## src/rtl/fifo_wr_ptr_ctrl.sv

```systemverilog
`default_nettype none
// ============================================================================
// Module   : fifo_wr_ptr_ctrl
// Brief    : Async-FIFO write-side controller: binary/Gray write pointer,
//            read-pointer synchroniser, registered full flag and fill level.
//            Optional almost-full output with macro FIFO_WR_ALMOST_FULL_EN.
// Revision : 1.0 - initial release
// ============================================================================
module fifo_wr_ptr_ctrl #(
  parameter int ADDR_WIDTH   = 4
`ifdef FIFO_WR_ALMOST_FULL_EN
  ,
  parameter int AF_THRESHOLD = 12
`endif
) (
  input  logic                  w_clk,
  input  logic                  w_rst_n,
  input  logic                  w_inc,
  input  logic [ADDR_WIDTH:0]   rd_ptr_gray,
  output logic [ADDR_WIDTH-1:0] w_address,
  output logic [ADDR_WIDTH:0]   w_ptr_gray,
  output logic                  full_flag,
`ifdef FIFO_WR_ALMOST_FULL_EN
  output logic                  almost_full,
`endif
  output logic [ADDR_WIDTH:0]   w_level
);

  localparam int c_ptr_w = ADDR_WIDTH + 1;

  logic [c_ptr_w-1:0] r_wbin;
  logic [c_ptr_w-1:0] r_rq1;
  logic [c_ptr_w-1:0] r_rq2;
  logic [c_ptr_w-1:0] r_ptr_gray;
  logic [c_ptr_w-1:0] r_level;
  logic               r_full;

  logic               w_wr;
  logic [c_ptr_w-1:0] w_wbin_next;
  logic [c_ptr_w-1:0] w_gray_next;
  logic [c_ptr_w-1:0] w_rq2_bin;
  logic [c_ptr_w-1:0] w_level_next;
  logic               w_full_next;

  // Accept uses the registered flag so no read-domain path reaches the gate.
  assign w_wr        = w_inc && !r_full;
  assign w_wbin_next = r_wbin + {{ADDR_WIDTH{1'b0}}, w_wr};
  assign w_gray_next = w_wbin_next ^ (w_wbin_next >> 1);

  always_comb begin
    w_rq2_bin = '0;
    w_rq2_bin[c_ptr_w-1] = r_rq2[c_ptr_w-1];
    for (int i = c_ptr_w - 2; i >= 0; i--) begin
      w_rq2_bin[i] = w_rq2_bin[i+1] ^ r_rq2[i];
    end
  end

  // Full when the write pointer is exactly one lap ahead of the read pointer.
  assign w_full_next  = (w_gray_next == {~r_rq2[c_ptr_w-1], ~r_rq2[c_ptr_w-2],
                                         r_rq2[c_ptr_w-3:0]});
  assign w_level_next = w_wbin_next - w_rq2_bin;

  always_ff @(posedge w_clk or negedge w_rst_n) begin
    if (!w_rst_n) begin
      r_wbin     <= '0;
      r_ptr_gray <= '0;
      r_rq1      <= '0;
      r_rq2      <= '0;
      r_full     <= 1'b0;
      r_level    <= '0;
    end else begin
      r_wbin     <= w_wbin_next;
      r_ptr_gray <= w_gray_next;
      r_rq1      <= rd_ptr_gray;
      r_rq2      <= r_rq1;
      r_full     <= w_full_next;
      r_level    <= w_level_next;
    end
  end

`ifdef FIFO_WR_ALMOST_FULL_EN
  localparam logic [c_ptr_w-1:0] c_af_thr = c_ptr_w'(AF_THRESHOLD);

  logic r_almost_full;

  always_ff @(posedge w_clk or negedge w_rst_n) begin
    if (!w_rst_n) begin
      r_almost_full <= 1'b0;
    end else begin
      r_almost_full <= (w_level_next >= c_af_thr);
    end
  end

  assign almost_full = r_almost_full;
`endif

  assign w_address  = r_wbin[ADDR_WIDTH-1:0];
  assign w_ptr_gray = r_ptr_gray;
  assign full_flag  = r_full;
  assign w_level    = r_level;

endmodule
`default_nettype wire

```

## config.mk

```make
export PLATFORM = sky130hd
export DESIGN_NAME = fifo_wr_ptr_ctrl
export DESIGN_NICKNAME = d
export VERILOG_FILES = /design/src/rtl/fifo_wr_ptr_ctrl.sv
export SDC_FILE = /design/constraint.sdc
export NUM_CORES = 1
export LEC_CHECK = 0
export ABC_AREA = 0
export BUFFER_PORTS_ARGS = -buffer_cell sky130_fd_sc_hd__buf_2
export CAP_MARGIN = 5
export CORE_ASPECT_RATIO = 0.6
export CORE_MARGIN = 5
export CORE_UTILIZATION = 40
export CTS_CLUSTER_DIAMETER = 150
export DETAILED_ROUTE_END_ITERATION = 8
export GPL_ROUTABILITY_DRIVEN = 0
export GPL_TIMING_DRIVEN = 0
export PLACE_DENSITY = 0.62
export SLEW_MARGIN = 0
export SYNTH_ARGS = -nofsm -noshare
export SYNTH_HDL_FRONTEND = slang
export SYNTH_SLANG_ARGS = --single-unit
```

## constraint.sdc

```tcl
create_clock -name w_clk -period 2.5 [get_ports w_clk]
set_input_delay 0.375 -clock w_clk [delete_from_list [all_inputs] [get_ports w_clk]]
set_output_delay 0.375 -clock w_clk [all_outputs]
set_load 0.03 [all_outputs]
```

* Word-level counts from Yosys, hierarchy flattened *
Cells that the tools add are included.

operators by class
  add/subtract/negate cells = 2
  bitwise operators = 7
  equality and inequality tests = 1
  reductions and logical operators = 2

operator list
  kind                  number
  adder 5 x 1 -> 5 bit  1
  equality test 5 bit   1
  subtractor 5 bit      1
  XOR 5 x 4 -> 5 bit    1
  XOR 1 bit             4
  NOT 1 bit             2
  logical AND 1 bit     1
  zero test 1 bit       1

word-level totals
  input bits = 8
  output and inout port bits = 15
  register bits after elaboration = 26

* Longest topological paths before layout *
Gate-level depths: netlist of the first run.

  word-level depth = 5
  gate-level depth with buffers = 10
  depth with buffers taken out = 10

* Worst setup path before layout of the first run *
Ideal clock, no wire load.

  path kind = register to register
  from = reg r_rq2[3]
  to = reg r_level[4], in the netlist w_level[4]
  period minus slack after synthesis = 2.391 ns
  buffers on the path = 0
  path slack = 0.109 ns
  stages on the path, launching flop included = 11
  arrival = 2.311 ns
  cell sequence = dfrtp_1 -> xnor2_1 -> xnor2_1 -> xor2_1 -> xnor2_1 -> ha_1 -> inv_1 -> fa_1 -> a21o_1 -> a21oi_1 -> xnor2_1

on the way
  cells in the longest elaborated chain, start to end = 5

RTL lines
  item                      line  source
  start: declaration        33    logic [c_ptr_w-1:0] r_rq2;
  start signal: assignment  75    r_rq2 <= r_rq1;
  XOR 1 bit *               54    w_rq2_bin[i] = w_rq2_bin[i+1] ^ r_rq2[i];
  XOR 1 bit (3 in a row)    54
  subtractor 5 bit *        61    assign w_level_next = w_wbin_next - w_rq2_bin;
  via w_level_next[4]       42    logic [c_ptr_w-1:0] w_level_next;
  end signal: assignment    77    r_level <= w_level_next;
  end: declaration          35    logic [c_ptr_w-1:0] r_level;

The timed path passes the listed nets; every way through them passes the cells marked *.

* Final worst setup path of the first run *
  from = reg r_rq2[4]
  to = reg r_level[4], in the netlist w_level[4]

on the way
  cells in the longest elaborated chain, start to end = 5

RTL lines
  item                    line
  XOR 1 bit (4 in a row)  54
  subtractor 5 bit *      61
  via w_level_next[4]     42

Marked as above.

==> results by group, run 1 <==
STA
  • Setup TNS: 0 ns
  • Final hold violation count: 0
  • Tightest Pin Transition: 0.533 ns
  • FMAX: 431 MHz
  • RSZ-0062 raised after global routing: no
  • Setup violations, final: 0
  • Max-slew violation count: 0
  • Final min period: 2.32 ns
  • Clk_skew: 0.00179 ns
  • Max-Slew Margin vs Limit: 0.645
  • Final period utilization: 0.927
  • Setup WS post-layout: 0.182 ns

Synthesis
  • Mapped Nets: 105
  • Warnings from Yosys: 0
  • Main combinational cell family by area after synthesis: XOR/XNOR gates
  • Mapped cell area: 1180 sq um
  • Leading area contributor after synthesis: dfrtp_1
  • Share of Yosys cell area claimed by the top area cell type: 0.529
  • Synth Area in Simple Gates: 0.0402
  • Complex-gate fraction of the synthesized area: 0.108
  • Post-Synth Adder-Cell Area: 0.0804
  • Synthesized area per cell: 13.1 sq um
  • Synth Area in XOR/XNOR: 0.177
  • Area contributors post-synth: dfrtp_1 (53%), xnor2_1 (7.4%), ha_1 (6.3%)
  • Post-synthesis mux area share: 0.0169
  • Seq cells post-synth: 25
  • Synth unique cells: 32
  • Sequential fraction of the synthesis area: 0.529
  • Mapped Cells: 90

Final layout
  • Final Core Density: 0.508
  • Final nets: 137
  • Commonest non-fill, non-tap cell in the layout: dfrtp_1
  • Final cell count without fillers: 163
  • Proportion of layout cells with a drive suffix above 1: 0.380
  • Fillers: 275
  • Diodes inserted: 0
  • Area Overhead vs Synth: 22.6%
  • Most frequent cells in the layout: dfrtp_1 (24), buf_2 (23), xnor2_1 (8)

Routing
  • Met3 wire len: 158 microns
  • Initial DRC count: 40
  • WL met1: 979 microns
  • Vias: 730
  • DRT Wirelength: 1.94 mm
  • Met2 routed WL: 789 microns
  • DR DRC count: 0
  • DRT Pass-1 Iters: 4
  • Per-cell routed wire length: 11.9 microns
  • Top routing layer in use: met4
  • Antenna-violating nets left: 0
  • Via/cell ratio: 4.48

Run
  • Total of max-cap violations: 0

Floorplan
  • Rows: 15
  • Die Area: 4180 sq um
  • Initial Util: 0.414
  • Die Ht: 52.1 microns
  • I/O pins: 23
  • Total core area: 2850 sq um
  • Die Wd: 80.2 microns

Clock network
  • Worst-Skew Late Latency: 0.27 ns
  • CTS tree: done
  • CTS root buf: clkbuf_8
  • Sink Count: 25
  • TritonCTS buffer count: 3
  • Clk buf depth: 2
  • Clock transition at path regs: 0.08 ns
  • Htree depth: 1
  • CTS Hold Buffers Added: 0

Setup path
  • Setup crit end kind: flop
  • Worst-path fanout max: 2
  • Startpoint Class: flop
  • Worst EP arrival: 2.51 ns
  • Crit path kind: flop to flop
  • CP required: 2.69 ns

Placed design
  • Placed insts: 154
  • # port buffers: 22
  • DP HPWL: 1.46 mm
  • DP Worst Slack: -0.103 ns

Outcome
  • Status: completed

GRT
  • Vias in the first global route: 744
  • First-pass GRT wire length: 3.44 mm
  • Remaining Overflow, GRT: 0
  • Pin count of the biggest net entering global routing: 26
  • Initial antenna violation count: 0
  • GRT Total Usage: 0.109

Power
  • Cell Pwr Density: 1470 nW/um^2
  • Leak Pwr: 0.714 nW
  • Post-route total power: 2.13 mW
  • Peak supply drop: 0.000574 V

Min path
  • Worst min path class: primary input to async pin
## worst max-delay path, stage by stage, from the launching register on
cell,delay [ns]
dfrtp_1,0.42
xnor2_2,0.23
xnor2_2,0.16
xor2_1,0.24
xnor2_1,0.16
ha_1,0.16
inv_1,0.06
fa_2,0.35
a21o_1,0.18
a21oi_1,0.16
xnor2_1,0.14
## metrics by stage
stage,hold WS (ns),instance area (sq um)
after global placement,0.331,1350
after global routing,0.122,1450
after CTS,0.0981,1410
final,0.0779,1450
after detailed placement,0.336,1350
after floorplan,0.0794,1180
## cell type report
type                       count  area, sq um  share of cell area
tap                           42         52.6              0.0362
clock inverter                 1         7.51             0.00518
clock buffer                   3         41.3              0.0285
inverter                       7         26.3              0.0181
buffer                         4         31.3              0.0216
sequential                    25          627               0.432
timing repair buffer          27          148               0.102
multi-input combinational     54          517               0.356
## timing repair
| item | 4_1_cts | 5_1_grt |
|---|---|---|
| endpoints found under the setup margin | 1 | 1 |
| resized for setup | 1 | 3 |
| pin swaps | 1 | 2 |
| buffers inserted | 1 | 4 |
## Yosys cell counts (all sizes together)
| cell type | n |
|---|---|
| a211o | 2 |
| o22ai | 1 |
| fa | 1 |
| a21boi | 1 |
| a221oi | 1 |
| a311oi | 1 |
| nor2 | 1 |
| inv | 7 |
| a31oi | 1 |
| xor2 | 8 |
| a21bo | 1 |
| o211a | 1 |
| o21ai | 1 |
| dfrtp | 25 |
| and3 | 1 |
| a2bb2oi | 1 |
| a21o | 2 |
| nand2b | 1 |
| and2 | 1 |
| a21oi | 3 |
| ha | 6 |
| nor2b | 2 |
| buf | 4 |
| nand2 | 2 |
| mux2i | 2 |
| xnor2 | 12 |
| nand3 | 1 |
## layer usage
layer	vias to the layer above	track usage
met3	4	0.0381
li1	360	-
met1	336	0.157
met5	-	0
met2	30	0.151
met4	0	0.0365
## state kept, by name (all words and copies together), names as in the netlist
register / cells
full_flag: 1
r_rq1: 5
r_rq2: 5
r_wbin: 4
w_level: 5
w_ptr_gray: 5
## kinds of logic (layout without fill, tap and decap cells)
| kind of cell | Yosys count | after routing |
|---|---|---|
| compound gates | 16 | 16 |
| xor+xnor | 20 | 20 |
| fa+ha+maj | 7 | 7 |
| buf+inv | 11 | 42 |
| flops | 25 | 25 |
| mux | 2 | 2 |
| simple gates | 9 | 9 |
## path summary, 6_finish.rpt
kind	start	to	slack, ns	depth (start not counted)
setup / recovery	r_rq2[4]	w_level[4]	0.18	10
hold / removal	w_rst_n	r_rq1[0]	0.08	1
min in group w_clk	rd_ptr_gray[3]	r_rq1[3]	0.21	1
hold reg to reg	r_rq1[3]	r_rq2[3]	0.35	0
max in group asynchronous	w_rst_n	r_rq2[3]	2.04	1
setup reg to reg	r_rq2[4]	w_level[4]	0.18	10
## power by group
| group | internal [mW] | switching (mW) |
|---|---|---|
| registers | 0.550 | 0.0589 |
| logic | 0.532 | 0.751 |
| clock network | 0.113 | 0.124 |
| total | 1.19 | 0.934 |
Note: power is estimated with default switching activity, not from simulation.
==> inputs of run 2 (changes only) <==
--- a/config.mk
+++ b/config.mk
@@ -13,7 +13,7 @@
 export CORE_UTILIZATION = 40
 export CTS_CLUSTER_DIAMETER = 150
 export DETAILED_ROUTE_END_ITERATION = 8
-export GPL_ROUTABILITY_DRIVEN = 0
+export GPL_ROUTABILITY_DRIVEN = 1
 export GPL_TIMING_DRIVEN = 0
 export PLACE_DENSITY = 0.62
 export SLEW_MARGIN = 0
==> constraint.sdc (replaced) <==
create_clock -name w_clk -period 2 [get_ports w_clk]
set_input_delay 0.3 -clock w_clk [delete_from_list [all_inputs] [get_ports w_clk]]
set_output_delay 0.3 -clock w_clk [all_outputs]
set_load 0.03 [all_outputs]
==> results by group, run 2 (synthesis gave the netlist of run 1 again) <==
Outcome
  • Status: complete, but fails checks (was completed)
  • Failing checks: setup timing

Routing
  • Met2 routed WL: 985 microns (was 789 microns)
  • DRT Wirelength: 2.12 mm (was 1.94 mm)
  • Via/cell ratio: 4.39 (was 4.48)
  • DR DRC count: 0 (unchanged)
  • Initial DRC count: 48 (was 40)
  • Met3 wire len: 167 microns (was 158 microns)
  • DRT Pass-1 Iters: 4 (unchanged)
  • Top routing layer in use: met4 (unchanged)
  • Vias: 746 (was 730)
  • Antenna-violating nets left: 0 (unchanged)
  • WL met1: 957 microns (was 979 microns)
  • Per-cell routed wire length: 12.5 microns (was 11.9 microns)

Floorplan
  • Die Wd: 80.2 microns (unchanged)
  • Die Area: 4180 sq um (unchanged)
  • Initial Util: 0.414 (unchanged)
  • Total core area: 2850 sq um (unchanged)
  • Rows: 15 (unchanged)
  • Die Ht: 52.1 microns (unchanged)
  • I/O pins: 23 (unchanged)

Final layout
  • Proportion of layout cells with a drive suffix above 1: 0.492 (was 0.380)
  • Diodes inserted: 0 (unchanged)
  • Final cell count without fillers: 170 (was 163)
  • Most frequent cells in the layout: buf_2 (23), dfrtp_1 (23), buf_4 (12) (was dfrtp_1 (24), buf_2 (23), xnor2_1 (8))
  • Final nets: 144 (was 137)
  • Fillers: 252 (was 275)
  • Area Overhead vs Synth: 30.8% (was 22.6%)

STA
  • RSZ-0062 raised after global routing: yes (was no)
  • Setup violations, final: 3 (was 0)
  • Final hold violation count: 0 (unchanged)
  • Final hold slack: 0.00609 ns (was 0.0779 ns)
  • Clk_skew: 0.00239 ns (was 0.00179 ns)
  • Max-Slew Margin vs Limit: 0.635 (was 0.645)
  • Final min period: 2.29 ns (was 2.32 ns)
  • FMAX: 436 MHz (was 431 MHz)
  • Tightest Pin Transition: 0.547 ns (was 0.533 ns)
  • Setup TNS: -0.737 ns (was 0 ns)
  • Max-slew violation count: 0 (unchanged)
  • Final period utilization: 1.15 (was 0.927)
  • Setup WS post-layout: -0.295 ns (was 0.182 ns)

GRT
  • Pin count of the biggest net entering global routing: 26 (unchanged)
  • Initial antenna violation count: 0 (unchanged)
  • Vias in the first global route: 806 (was 744)
  • Remaining Overflow, GRT: 0 (unchanged)
  • First-pass GRT wire length: 3.59 mm (was 3.44 mm)
  • GRT Total Usage: 0.116 (was 0.109)

Placed design
  • DP HPWL: 1.48 mm (was 1.46 mm)
  • RePlAce Congestion: 0.791
  • # port buffers: 22 (unchanged)
  • Placed insts: 154 (unchanged)
  • DP Worst Slack: -0.517 ns (was -0.103 ns)

Setup path
  • Crit. path cell count: 10 (unchanged)
  • Top cell family by delay on the critical path: XOR/XNOR gates (unchanged)
  • Crit path cell chain: xnor2_2 > xnor2_2 > xor2_2 > xnor2_1 > ha_2 > inv_2 > fa_2 > a21o_1 > a21oi_2 > xnor2_1 (was xnor2_2 > xnor2_2 > xor2_1 > xnor2_1 > ha_1 > inv_1 > fa_2 > a21o_1 > a21oi_1 > xnor2_1)
  • Register-to-Register Path Depth: 10 (unchanged)
  • Crit path kind: flop to flop (unchanged)
  • Slowest-stage cell, CP: dfrtp_1 (unchanged)
  • Worst path max stage delay: 0.42 ns (about the same)
  • Setup crit end kind: flop (unchanged)
  • Startpoint Class: flop (unchanged)
  • Worst-path fanout max: 2 (unchanged)
  • Worst path buffer plus inverter count: 1 (unchanged)
  • CP required: 2.19 ns (was 2.69 ns)
  • Worst EP arrival: 2.48 ns (was 2.51 ns)

Min path
  • Worst min path class: primary input to async pin (unchanged)

Power
  • Leak Pwr: 0.748 nW (was 0.714 nW)
  • Cell Pwr Density: 1860 nW/um^2 (was 1470 nW/um^2)
  • Peak supply drop: 0.000724 V (was 0.000574 V)
  • Post-route total power: 2.88 mW (was 2.13 mW)

Clock network
  • Sink Count: 25 (unchanged)
  • Clk buf depth: 2 (unchanged)
  • TritonCTS buffer count: 3 (unchanged)
  • CTS tree: done (unchanged)
  • Htree depth: 1 (unchanged)
  • Clock transition at path regs: 0.09 ns (was 0.08 ns)
  • Worst-Skew Late Latency: 0.27 ns (about the same)
  • CTS root buf: clkbuf_8 (unchanged)

Run
  • Total of max-cap violations: 0 (unchanged)
[run 2: cell count changes in the layout (fill, tap and decap cells not counted), moves of 2 or more]
cell	delta
a21oi_2	+2
xor2_2	+2
buf_4	+5
ha_1	-2
ha_2	+2
a21oi_1	-2
xor2_1	-2
buf_6	+2
[run 2: per-layer routing]
metal / vias to the layer above / track usage
li1: 369 / -
met1: 350 / 0.151
met2: 25 / 0.181
met3: 2 / 0.0398
met4: 0 / 0.0393
met5: - / 0
[run 2: area by class of cell]
type / instances / area (sq um) / share of cell area
inverter: 7 / 26.3 / 0.0170
multi-input combinational: 54 / 552 / 0.357
sequential: 25 / 628 / 0.406
buffer: 4 / 35.0 / 0.0227
timing repair buffer: 34 / 204 / 0.132
clock buffer: 3 / 41.3 / 0.0267
clock inverter: 1 / 7.51 / 0.00485
tap: 42 / 52.6 / 0.0340
[run 2: power breakdown]
group	internal (mW)	switching, mW
clock	0.141	0.159
sequential	0.690	0.0741
combinational	0.789	1.02
[run 2: per-stage QoR]
stage           util  area (sq um)
2_1_floorplan      -          1200
3_3_place_gp   0.477          1360
3_5_place_dp   0.477          1360
4_1_cts        0.524          1500
5_1_grt        0.542          1550
6_report       0.542          1550
[run 2: repair_timing]
| item | CTS | global route |
|---|---|---|
| gates resized for setup | 8 | 3 |
| setup buffers | 7 | 5 |
| hold buffers | 0 | 0 |
| pin swaps | 14 | 14 |
| endpoints found under the setup margin | 5 | 5 |
[run 2: path summary, 6_finish.rpt]
kind / startpoint / end / slack [ns]
max in group asynchronous: w_rst_n / full_flag / 1.60
hold / removal: w_rst_n / w_level[4] / 0.006
setup reg to reg: r_rq2[4] / w_level[4] / -0.29
hold reg to reg: r_rq1[4] / r_rq2[4] / 0.35
min in group w_clk: rd_ptr_gray[0] / r_rq1[0] / 0.13
setup / recovery: r_rq2[4] / w_level[4] / -0.29
